**config.mk**
```make
export PLATFORM = sky130hd
export DESIGN_NAME = m_if_stage
export DESIGN_NICKNAME = d
export VERILOG_FILES = /design/src/rtl/m_if_stage.sv
export SDC_FILE = /design/constraint.sdc
export NUM_CORES = 1
export LEC_CHECK = 0
export ABC_AREA = 1
export CORE_MARGIN = 4
export CORE_UTILIZATION = 51
export CTS_BUF_LIST = sky130_fd_sc_hd__clkbuf_8 sky130_fd_sc_hd__clkbuf_16
export CTS_CLUSTER_DIAMETER = 120
export DETAILED_ROUTE_END_ITERATION = 8
export PLACE_DENSITY = 0.8
export SYNTH_ARGS = -nofsm -noshare
export SYNTH_HDL_FRONTEND = slang
export SYNTH_SLANG_ARGS = --single-unit
```
**constraint.sdc**
```tcl
create_clock -name w_clk -period 6.3 [get_ports w_clk]
set_input_delay 1.26 -clock w_clk [delete_from_list [all_inputs] [get_ports w_clk]]
set_output_delay 1.26 -clock w_clk [all_outputs]
set_load 0.02 [all_outputs]
```
**src/rtl/m_if_stage.sv**
```systemverilog
// m_if_stage: instruction fetch stage with a PC register and a 2-entry
// {pc, ir} skid FIFO feeding decode. Redirects flush the FIFO and reload PC.
// Optional feature macro IF_FETCH_CNT_EN: when defined, w_fcnt counts
// instructions handed to decode; otherwise w_fcnt is tied to zero.
module m_if_stage #(
   parameter logic [31:0] RESET_PC = 32'h00000000
) (
   input  logic        w_clk,
   input  logic        w_rst,
   output logic [31:0] w_pc,
   input  logic [31:0] w_insn,
   input  logic        w_redir,
   input  logic [31:0] w_redir_pc,
   output logic        w_id_valid,
   input  logic        w_id_ready,
   output logic [31:0] w_id_ir,
   output logic [31:0] w_id_pc,
   output logic [31:0] w_fcnt
);

   localparam int unsigned XLEN    = 32;
   localparam logic [XLEN-1:0] NOP = 32'h00000013;
   localparam logic [XLEN-1:0] PC_STEP = 32'd4;

   logic [XLEN-1:0] r_pc;
   logic [1:0]      r_cnt;
   logic [XLEN-1:0] r_pc0;
   logic [XLEN-1:0] r_ir0;
   logic [XLEN-1:0] r_pc1;
   logic [XLEN-1:0] r_ir1;

   logic w_xfer;
   logic w_fetch;

   // Handshake and fetch-enable decode; a transfer always frees a slot
   assign w_xfer  = (r_cnt != 2'd0) && w_id_ready;
   assign w_fetch = !w_redir && ((r_cnt != 2'd2) || w_xfer);

   // Outputs come straight from state; head slot is entry 0
   assign w_pc       = r_pc;
   assign w_id_valid = (r_cnt != 2'd0);
   assign w_id_pc    = (r_cnt != 2'd0) ? r_pc0 : '0;
   assign w_id_ir    = (r_cnt != 2'd0) ? r_ir0 : NOP;

   // PC and FIFO update: redirect wins, otherwise push/pop with shift-to-head
   always_ff @(posedge w_clk or posedge w_rst) begin
      if (w_rst) begin
         r_pc  <= RESET_PC;
         r_cnt <= 2'd0;
         r_pc0 <= '0;
         r_ir0 <= NOP;
         r_pc1 <= '0;
         r_ir1 <= NOP;
      end else if (w_redir) begin
         r_cnt <= 2'd0;
         r_pc  <= {w_redir_pc[XLEN-1:2], 2'b00};
      end else if (w_fetch) begin
         r_pc <= r_pc + PC_STEP;
         if (w_xfer) begin
            // Push and pop together: occupancy unchanged
            if (r_cnt == 2'd2) begin
               r_pc0 <= r_pc1;
               r_ir0 <= r_ir1;
               r_pc1 <= r_pc;
               r_ir1 <= w_insn;
            end else begin
               r_pc0 <= r_pc;
               r_ir0 <= w_insn;
            end
         end else begin
            if (r_cnt == 2'd0) begin
               r_pc0 <= r_pc;
               r_ir0 <= w_insn;
            end else begin
               r_pc1 <= r_pc;
               r_ir1 <= w_insn;
            end
            r_cnt <= r_cnt + 2'd1;
         end
      end
   end

`ifdef IF_FETCH_CNT_EN
   logic [XLEN-1:0] r_fcnt;

   // Delivered-instruction counter, includes transfers during a redirect
   always_ff @(posedge w_clk or posedge w_rst) begin
      if (w_rst) begin
         r_fcnt <= '0;
      end else if (w_xfer) begin
         r_fcnt <= r_fcnt + XLEN'(1);
      end
   end

   assign w_fcnt = r_fcnt;
`else
   assign w_fcnt = '0;
`endif

endmodule
```
==> results of run 1 <==
## logic make-up after synthesis
logic type                 count (synthesis)
AOI/OAI and AO/OA                        219
buffers and inverters                    230
xor gates and xnor gates                   7
and+or+nand+nor                          473
DFF                                      156
adders and majority gates                  3
other                                      1
## metal layers
metal	vias to the layer above	routed length, um
li1	3604	-
met1	3252	9330
met2	260	9400
met3	34	1420
met4	0	383
met5	-	0
## synthesized netlist by cell type, drive strengths merged
library cell,number,area [um2]
xnor2,1,8.76
nor3,4,20.0
nand3,37,185
and2,1,6.26
o21bai,2,15.0
buf,69,524
o21a,1,7.51
a21oi,40,328
nor2,149,569
nand4,1,6.26
nand2,279,1070
clkbuf,20,75.1
inv,141,532
a31oi,1,6.26
o221ai,1,8.76
nand3b,2,15.0
o21ai,140,716
xor2,6,52.6
o22ai,1,6.26
dfrtp,150,3750
dfstp,6,158
ha,3,37.5
o211ai,33,248
conb,1,3.75
## power by group
group,leakage (uW),internal (uW),total [uW],switching (uW)
logic,0.00281,795,2050,1250
clock network,0.000307,675,1090,413
registers,0.00187,1440,1650,211
## state kept, by name, indices dropped and copies added (netlist names)
| name | cells |
|---|---|
| r_cnt | 2 |
| r_ir0 | 32 |
| r_ir1 | 32 |
| r_pc0 | 30 |
| r_pc1 | 30 |
| w_pc | 30 |
## area by class of cell
class                      instances  area, um2  share of cell area, %
sequential                       156       3910                   37.5
clock buffer                      18        439                   4.21
inverter                         141        537                   5.15
tap                              216        270                   2.59
timing repair buffer             164       1630                   15.6
clock inverter                    13        190                   1.82
multi-input combinational        738       3450                   33.1
## critical path: stages, from the launching register on
cell and delay (ns):
sky130_fd_sc_hd__dfrtp_1 0.38, sky130_fd_sc_hd__inv_1 0.15, sky130_fd_sc_hd__ha_2 0.41, sky130_fd_sc_hd__buf_4 0.50
sky130_fd_sc_hd__nor2_1 0.14, sky130_fd_sc_hd__clkdlybuf4s50_1 0.57
## through the flow
stage / cell area, um2 / utilization (%) / total power (uW) / hold slack (ns)
6_report: 10400 / 65.4 / 4790 / 0.474
5_1_grt: 10400 / 65.4 / 5120 / 0.488
4_1_cts: 10400 / 65.4 / 4830 / 0.476
3_5_place_dp: 9800 / 61.5 / 3720 / 0.467
3_3_place_gp: 9800 / 61.5 / 3650 / 0.463
2_1_floorplan: 8480 / - / 2990 / 0.453
## how the worst max path moves through the flow
stage,slack (ns),depth (start not counted),from,endpoint
6_report,2.45,5,r_cnt[0],w_id_pc[9]
3_5_place_dp,2.05,9,w_redir,r_ir1[18]
5_1_grt,2.23,9,w_redir,r_ir1[10]
2_1_floorplan,0.84,1,w_rst,r_cnt[0]
3_3_place_gp,2.07,9,w_redir,r_ir1[7]
4_1_cts,2.40,5,r_cnt[0],w_id_pc[11]
==> impl_metrics.json, run 1 <==
{
  "run_status": "completed",
  "detailedPlacementHpwl_um": 14000,
  "core.rowCount": 46,
  "worst_pin_slew_ns": 1.15,
  "fin_crit_ns": 3.85,
  "synth_cell_types": 35,
  "placement.io_buffers": 158,
  "initial_antenna_violation_count": 0,
  "start_kind": "register",
  "worstPathArrival_ns": 2.59,
  "post_route_cells_drive_above_1_share_pct": 7.72,
  "mostFrequentLayoutCells": "sky130_fd_sc_hd__nand2_1 (274), sky130_fd_sc_hd__clkdlybuf4s50_1 (158), sky130_fd_sc_hd__dfrtp_1 (150), sky130_fd_sc_hd__nor2_1 (147), sky130_fd_sc_hd__inv_1 (135)",
  "worst_reg_to_reg_path_cell_count": 11,
  "grt_max_degree": 125,
  "syn-instance-count": 1089,
  "floorplan.die_area_um2": 18500,
  "min_path_cells": 2,
  "cts-hold-fix-buffers": 0,
  "max-vdd-ir-drop_mv": 0.215,
  "post_cts.repair.setup_buffers": 0,
  "cts_tree": "built",
  "start_util_pct": 52.4,
  "synth-warning-count": 0,
  "fmax_mhz": 260,
  "holdPathEnd": "r_ir1[1]",
  "number_of_resized_instances_in_the_post_cts_repair_step": 0,
  "drt.antenna.violating_nets": 0,
  "route.vias.total": 7150,
  "first_pass_grt_wire_length_um": 33700,
  "power.density_nw_per_um2": 459,
  "dr.pass1.iters": 5,
  "fillers": 1382,
  "timing.critical_path.required_ns": 5.04,
  "rrSetupSlack_ns": 3.05,
  "dp_worst_setup_slack_ns": 2.05,
  "number_of_global_route_vias_before_repair": 6813,
  "setup_slack_ns": 2.45,
  "grt.total_usage_pct": 22.8,
  "met3_usage_pct": 5.26,
  "muxShareOfSynthArea_pct": 0,
  "grt.met1_usage_pct": 32.1,
  "number_of_cells_in_the_finished_layout_apart_from_fillers": 1446,
  "post_drt_wl_per_cell_um": 14.2,
  "maxSlewViolCount": 0,
  "final_min_period_over_clock_period_pct": 61.2,
  "min_path_type": "reg2reg",
  "die_height_um": 136,
  "cts.clk_slew.worst_paths_ns": 0.06,
  "maxCapViolCount": 0,
  "numCtsBuffers": 17,
  "synth_area_um2": 8350,
  "vias_per_cell": 4.94,
  "timing.critical_path.to_type": "primary output",
  "post_synth.cell_area_avg_um2": 7.67,
  "numClockSinks": 156,
  "cts_max_level": 4,
  "timing.final.setup_violations": 0,
  "clock_path_buffers": 2,
  "dp.cells": 1415,
  "fp.coreArea_um2": 15900,
  "num_antenna_cells": 0,
  "leakage_power_of_the_design_uw": 0.00498,
  "fp.dieW_um": 136,
  "rr_startpoint": "r_cnt[0]",
  "drtIter0Drc": 443,
  "gp_congestion": 0.995,
  "ys_ff_latch": 156,
  "synthesized_area_fraction_occupied_by_ao_oa_aoi_and_oai_cells_pct": 16.0,
  "insertion_delay_ns": 0.42,
  "synth_top_family_by_area": "simple AND/OR/NAND/NOR gates",
  "gr-total-overflow": 0,
  "top_usage_layer": "met2",
  "io_pins": 197,
  "worst_r2r_endpoint": "r_ir1[18]",
  "yosysSeqAreaShare_pct": 46.8,
  "synth_simple_gate_area_share_pct": 22.4,
  "totalWireLength_um": 20500,
  "post_detailed_route_drc_marker_count": 0,
  "timing.final.hold_violations": 0,
  "maxSlewHeadroom_pct": 23.0,
  "crit_type": "reg2out",
  "layout.cells.most_common": "sky130_fd_sc_hd__nand2_1",
  "setup_repair_after_global_routing_missed_its_margin": "false",
  "holdCritStartpoint": "r_ir1[1]",
  "final_nets": 1289,
  "areaGrowthSynthToFinish_pct": 24.9,
  "synth_xor_area_share_pct": 0.734,
  "post_synth_fa_ha_maj_area_fraction_pct": 0.449,
  "timing.critical_path.fanout_max": 47,
  "clock_tree.root_cell": "sky130_fd_sc_hd__clkbuf_16",
  "groute.layer.met2.usage_pct": 35.1,
  "setup_total_negative_slack_ns": 0,
  "finClkSkew_ns": 0.0115
}
Note: power is estimated with default switching activity, not from simulation.
==> run 2: changes to the inputs <==
- clock period: 6.3 -> 4 ns (I/O delays scaled with it)
==> run 2 against run 1 <==
  * Combinational power rose by 60%
  * Flip-flop and latch count did not move
  * First-iteration DRC count rose by 46%
  * Utilization rose by 0.71 points
  * Count of clock-buffer cells in the layout rose by 3
  * Non-clock buffer count rose by 5
  * Via count rose by 2.7%
  * Sequential share of layout area fell by 0.40 points
  * Critical path depth did not move
  * Critical path type unchanged
  * Largest power group unchanged
==> impl_metrics.json, run 2 (synthesized netlist as in run 1, its figures left out) <==
{
  "run_status": "completed",
  "cts.clk_slew.worst_paths_ns": 0.06,
  "setup_repair_after_global_routing_missed_its_margin": "false",
  "start_kind": "register",
  "dr.pass1.iters": 5,
  "fmax_mhz": 303,
  "final_nets": 1294,
  "critical-path-slowest-cell": "sky130_fd_sc_hd__ha_2",
  "areaGrowthSynthToFinish_pct": 26.2,
  "fin_crit_ns": 3.30,
  "insertion_delay_ns": 0.42,
  "number_of_global_route_vias_before_repair": 6985,
  "first_pass_grt_wire_length_um": 34500,
  "post_cts.repair.setup_buffers": 0,
  "core.rowCount": 46,
  "start_util_pct": 52.4,
  "crit_type": "reg2out",
  "min_path_cells": 2,
  "drt.antenna.violating_nets": 0,
  "detailedPlacementHpwl_um": 14600,
  "rrSetupSlack_ns": 1.22,
  "placement.io_buffers": 158,
  "numCtsBuffers": 17,
  "clock_tree.root_cell": "sky130_fd_sc_hd__clkbuf_16",
  "power.density_nw_per_um2": 723,
  "timing.final.hold_violations": 0,
  "dp.cells": 1420,
  "maxSlewViolCount": 0,
  "clock_path_buffers": 2,
  "route.vias.total": 7341,
  "finClkSkew_ns": 0.00820,
  "numClockSinks": 156,
  "number_of_cells_in_the_finished_layout_apart_from_fillers": 1451,
  "post_route_cells_drive_above_1_share_pct": 8.02,
  "number_of_resized_instances_in_the_post_cts_repair_step": 0,
  "timing.critical_path.required_ns": 3.20,
  "min_path_type": "reg2reg",
  "vias_per_cell": 5.06,
  "cts_max_level": 4,
  "post_detailed_route_drc_marker_count": 0,
  "fp.dieW_um": 136,
  "grt.total_usage_pct": 23.3,
  "drtIter0Drc": 645,
  "worst_pin_slew_ns": 0.917,
  "critical_path.cell_chain": "inv_1 > ha_2 > buf_4 > nor2_1 > clkdlybuf4s50_1",
  "num_antenna_cells": 0,
  "fp.coreArea_um2": 15900,
  "io_pins": 197,
  "post_drt_wl_per_cell_um": 14.4,
  "maxSlewHeadroom_pct": 38.7,
  "totalWireLength_um": 20800,
  "initial_antenna_violation_count": 0,
  "worst_reg_to_reg_path_cell_count": 11,
  "leakage_power_of_the_design_uw": 0.00502,
  "cts_tree": "built",
  "largestRegisters": "r_ir0 x32, r_ir1 x32",
  "layout.cells.most_common": "sky130_fd_sc_hd__nand2_1",
  "worstPathArrival_ns": 2.50,
  "maxCapViolCount": 0,
  "final_min_period_over_clock_period_pct": 82.5,
  "die_height_um": 136,
  "max-vdd-ir-drop_mv": 0.398,
  "critPathMaxStageDelay_ns": 0.57,
  "grt_max_degree": 71,
  "cts-hold-fix-buffers": 0,
  "setup_total_negative_slack_ns": 0,
  "timing.critical_path.to_type": "primary output",
  "floorplan.die_area_um2": 18500,
  "gr-total-overflow": 0,
  "timing.critical_path.fanout_max": 26,
  "gp_congestion": 1.05,
  "mostFrequentLayoutCells": "sky130_fd_sc_hd__nand2_1 (274), sky130_fd_sc_hd__clkdlybuf4s50_1 (158), sky130_fd_sc_hd__dfrtp_1 (150), sky130_fd_sc_hd__nor2_1 (147), sky130_fd_sc_hd__inv_1 (136)",
  "timing.final.setup_violations": 0
}
[run 2: changes by cell type in the layout (fill, tap and decap cells not counted), sizes merged]
cell,delta
inv,-1
clkinv,-6
buf,+5
clkbuf,+3
clkinvlp,+4
[run 2: worst paths after layout]
| check | to | start |
|---|---|---|
| max | w_id_ir[19] | r_cnt[0] |
| min | r_ir1[0] | r_ir1[0] |
| max reg2reg | r_ir1[31] | r_cnt[0] |
| min reg2reg | r_ir1[0] | r_ir1[0] |
| max in group asynchronous | r_ir0[1] | w_rst |
| min in group asynchronous | r_ir1[3] | w_rst |
[run 2: area by class of cell]
type | instances | area, um2
Fill cell | 1349 | 5400
Clock inverter | 10 | 163
Clock buffer | 21 | 480
Timing Repair Buffer | 169 | 1730
Sequential cell | 156 | 3910
Tap cell | 216 | 270
Multi-Input combinational cell | 738 | 3450
Inverter | 141 | 536
[run 2: critical path: cells and delay by family (launching register included)]
family        cells  cell delay (ns)
buf+inv           3             1.03
fa+ha+maj         1             0.57
flops             1             0.37
simple gates      1             0.10
[run 2: stage by stage]
stage | cell area (um2) | setup WS, ns | total power, uW | utilization, % | hold WS (ns)
final | 10500 | 0.700 | 7620 | 66.1 | 0.475
after floorplan | 8490 | 1.23 | 4710 | - | 0.453
after global routing | 10500 | 0.525 | 8170 | 66.1 | 0.496
after detailed placement | 9900 | 1.02 | 5910 | 62.1 | 0.467
after CTS | 10500 | 0.680 | 7680 | 66.1 | 0.478
after global placement | 9900 | 1.07 | 5790 | 62.1 | 0.462
[run 2: where the power goes]
part,switching (uW),internal (uW)
Sequential,335,2260
Combinational,1990,1290
Clock,635,1110
Total,2960,4660
[run 2: per-layer routing]
layer,wire length (um),vias to the layer above,GRT usage [%]
li1,-,3607,-
met1,9010,3432,31.4
met2,9680,270,37.3
met3,1790,32,6.37
met4,357,0,6.72
met5,0,-,0
==> run 3: changes to the inputs <==
- CORE_UTILIZATION: 51 -> 46
- PLACE_DENSITY: 0.8 -> 0.76
- clock period: 4 -> 3 ns (I/O delays scaled with it)
==> run 3 against run 2 <==
  * Non-clock buffer count up 7
  * Clock skew up 0.0056 ns
  * Total power up 31%
  * Clock power up 19%
  * First-iteration DRC count down 26%
  * Final cell count up 1.4%
  * Register-to-register slack worse by 0.58 ns
  * Final area up 0.36%
  * Utilization down 7.0 points
==> impl_metrics.json, run 3 (synthesized netlist as in run 1, its figures left out) <==
{
  "gr-total-overflow": 0,
  "max-vdd-ir-drop_mv": 0.597,
  "run_status": "completed",
  "postPlaceCellArea_um2": 10000,
  "timing.critical_path.required_ns": 2.40,
  "timing.final.setup_violations": 0,
  "leakage_power_of_the_design_uw": 0.00505,
  "cell_family_with_most_cp_delay": "buffers and inverters",
  "grt_max_degree": 100,
  "cts_max_level": 4,
  "post_cts.repair.setup_buffers": 0,
  "detailedPlacementHpwl_um": 14900,
  "critPathMaxStageDelay_ns": 0.59,
  "maxSlewViolCount": 0,
  "holdCritStartpoint": "r_ir1[0]",
  "timing.critical_path.to_type": "primary output",
  "drt.antenna.violating_nets": 0,
  "gp_congestion": 0.972,
  "start_kind": "register",
  "timing.critical_path.buf_inv": 4,
  "power.density_nw_per_um2": 944,
  "areaGrowthSynthToFinish_pct": 26.7,
  "insertion_delay_ns": 0.43,
  "die_height_um": 143,
  "finClkSkew_ns": 0.0138,
  "final_min_period_over_clock_period_pct": 93.1,
  "numCtsBuffers": 17,
  "fp.coreArea_um2": 17900,
  "clock_path_buffers": 2,
  "core.rowCount": 49,
  "worst_pin_slew_ns": 0.711,
  "timing.critical_path.fanout_max": 27,
  "worstPathArrival_ns": 2.19,
  "post_drt_wl_per_cell_um": 14.1,
  "timing.final.hold_violations": 0,
  "rr_startpoint": "r_cnt[0]",
  "final_nets": 1301,
  "critical_path.cell_chain": "inv_1 > ha_4 > buf_12 > inv_4 > nand2_1 > clkdlybuf4s50_1",
  "largestRegisters": "r_ir0 x32, r_ir1 x32",
  "min_path_type": "reg2reg",
  "vias_per_cell": 4.93,
  "rrSetupSlack_ns": 0.64,
  "setup_total_negative_slack_ns": 0,
  "io_pins": 197,
  "num_antenna_cells": 0,
  "cts_tree": "built",
  "crit_path_start": "r_cnt[0]",
  "maxCapViolCount": 0,
  "number_of_global_route_vias_before_repair": 6867,
  "cts.clk_slew.worst_paths_ns": 0.06,
  "setup_repair_after_global_routing_missed_its_margin": "false",
  "post_route_cells_drive_above_1_share_pct": 8.53,
  "drtIter0Drc": 478,
  "floorplan.die_area_um2": 20400,
  "fin_crit_ns": 2.79,
  "start_util_pct": 46.7,
  "layout.cells.most_common": "sky130_fd_sc_hd__nand2_1",
  "grt.total_usage_pct": 21.0,
  "mostFrequentLayoutCells": "sky130_fd_sc_hd__nand2_1 (274), sky130_fd_sc_hd__clkdlybuf4s50_1 (158), sky130_fd_sc_hd__dfrtp_1 (150), sky130_fd_sc_hd__nor2_1 (147), sky130_fd_sc_hd__inv_1 (137)",
  "first_pass_grt_wire_length_um": 34400,
  "placement.io_buffers": 158,
  "post_detailed_route_drc_marker_count": 0,
  "route.vias.total": 7260,
  "fmax_mhz": 358,
  "maxSlewHeadroom_pct": 52.6,
  "cts-hold-fix-buffers": 0,
  "crit_type": "reg2out",
  "final_cell_area_um2": 10600,
  "numClockSinks": 156,
  "critical-path-slowest-cell": "sky130_fd_sc_hd__clkdlybuf4s50_1",
  "clock_tree.root_cell": "sky130_fd_sc_hd__clkbuf_16",
  "fp.dieW_um": 143,
  "initial_antenna_violation_count": 0,
  "dr.pass1.iters": 6,
  "totalWireLength_um": 20800
}
## run 3: changes by cell type in the layout (fill, tap and decap cells not counted), sizes merged
cell and change:
buf +7, bufinv -3, clkbuf -4, clkinv +3, clkinvlp -2, inv +7
## run 3: path summary, 6_finish.rpt
| kind | to | depth (start not counted) |
|---|---|---|
| worst max-delay path | w_id_ir[1] | 6 |
| worst min-delay path | r_ir1[0] | 2 |
| worst max register to register | r_ir0[6] | 12 |
| worst min register to register | r_ir1[0] | 2 |
| max in group asynchronous | r_ir0[30] | 3 |
| min in group asynchronous | r_ir1[0] | 2 |
## run 3: timing repair
item | in CTS | in global routing
resized for setup | 0 | 1
hold endpoints to repair | 0 | 0
setup endpoints to repair | 0 | 23
## run 3: metal layers
metal / routed length (um) / track usage [%]
met5: 0 / 0
met3: 1520 / 4.32
met4: 292 / 5.90
met1: 9480 / 29.9
met2: 9510 / 32.9
## run 3: power by group
part / switching, uW / internal [uW]
Combinational: 2660 / 1790
Sequential: 444 / 3020
Clock: 915 / 1160
## run 3: through the flow
stage                     setup slack, ns  total power [uW]  util, %  hold slack [ns]  instances
after floorplan                     0.432              6280        -            0.453       1124
after global placement              0.514              7820     55.9            0.462       1440
after detailed placement            0.495              7940     55.9            0.467       1440
after CTS                          0.0343             10000     59.0            0.476       1472
after global routing               0.0526             10700     59.1            0.484       1472
final                               0.208              9990     59.1            0.476       1472
## run 3: final cells by class
type | count | area (um2)
clock buffer | 17 | 425
clock inverter | 15 | 139
fill | 1607 | 7320
inverter | 141 | 536
multi-input combinational | 738 | 3460
sequential | 156 | 3910
tap | 229 | 287
timing repair buffer | 176 | 1820
## run 3: worst register-to-register path: stages, from the launching register on
cell	delay, ns
sky130_fd_sc_hd__dfrtp_1	0.37
sky130_fd_sc_hd__inv_1	0.17
sky130_fd_sc_hd__ha_4	0.29
sky130_fd_sc_hd__buf_12	0.21
sky130_fd_sc_hd__inv_4	0.08
sky130_fd_sc_hd__nand2_4	0.08
sky130_fd_sc_hd__inv_2	0.06
sky130_fd_sc_hd__nand2_4	0.40
sky130_fd_sc_hd__buf_4	0.31
sky130_fd_sc_hd__nand2_1	0.08
sky130_fd_sc_hd__o21ai_0	0.09
sky130_fd_sc_hd__nand2_1	0.07
sky130_fd_sc_hd__o21ai_0	0.08
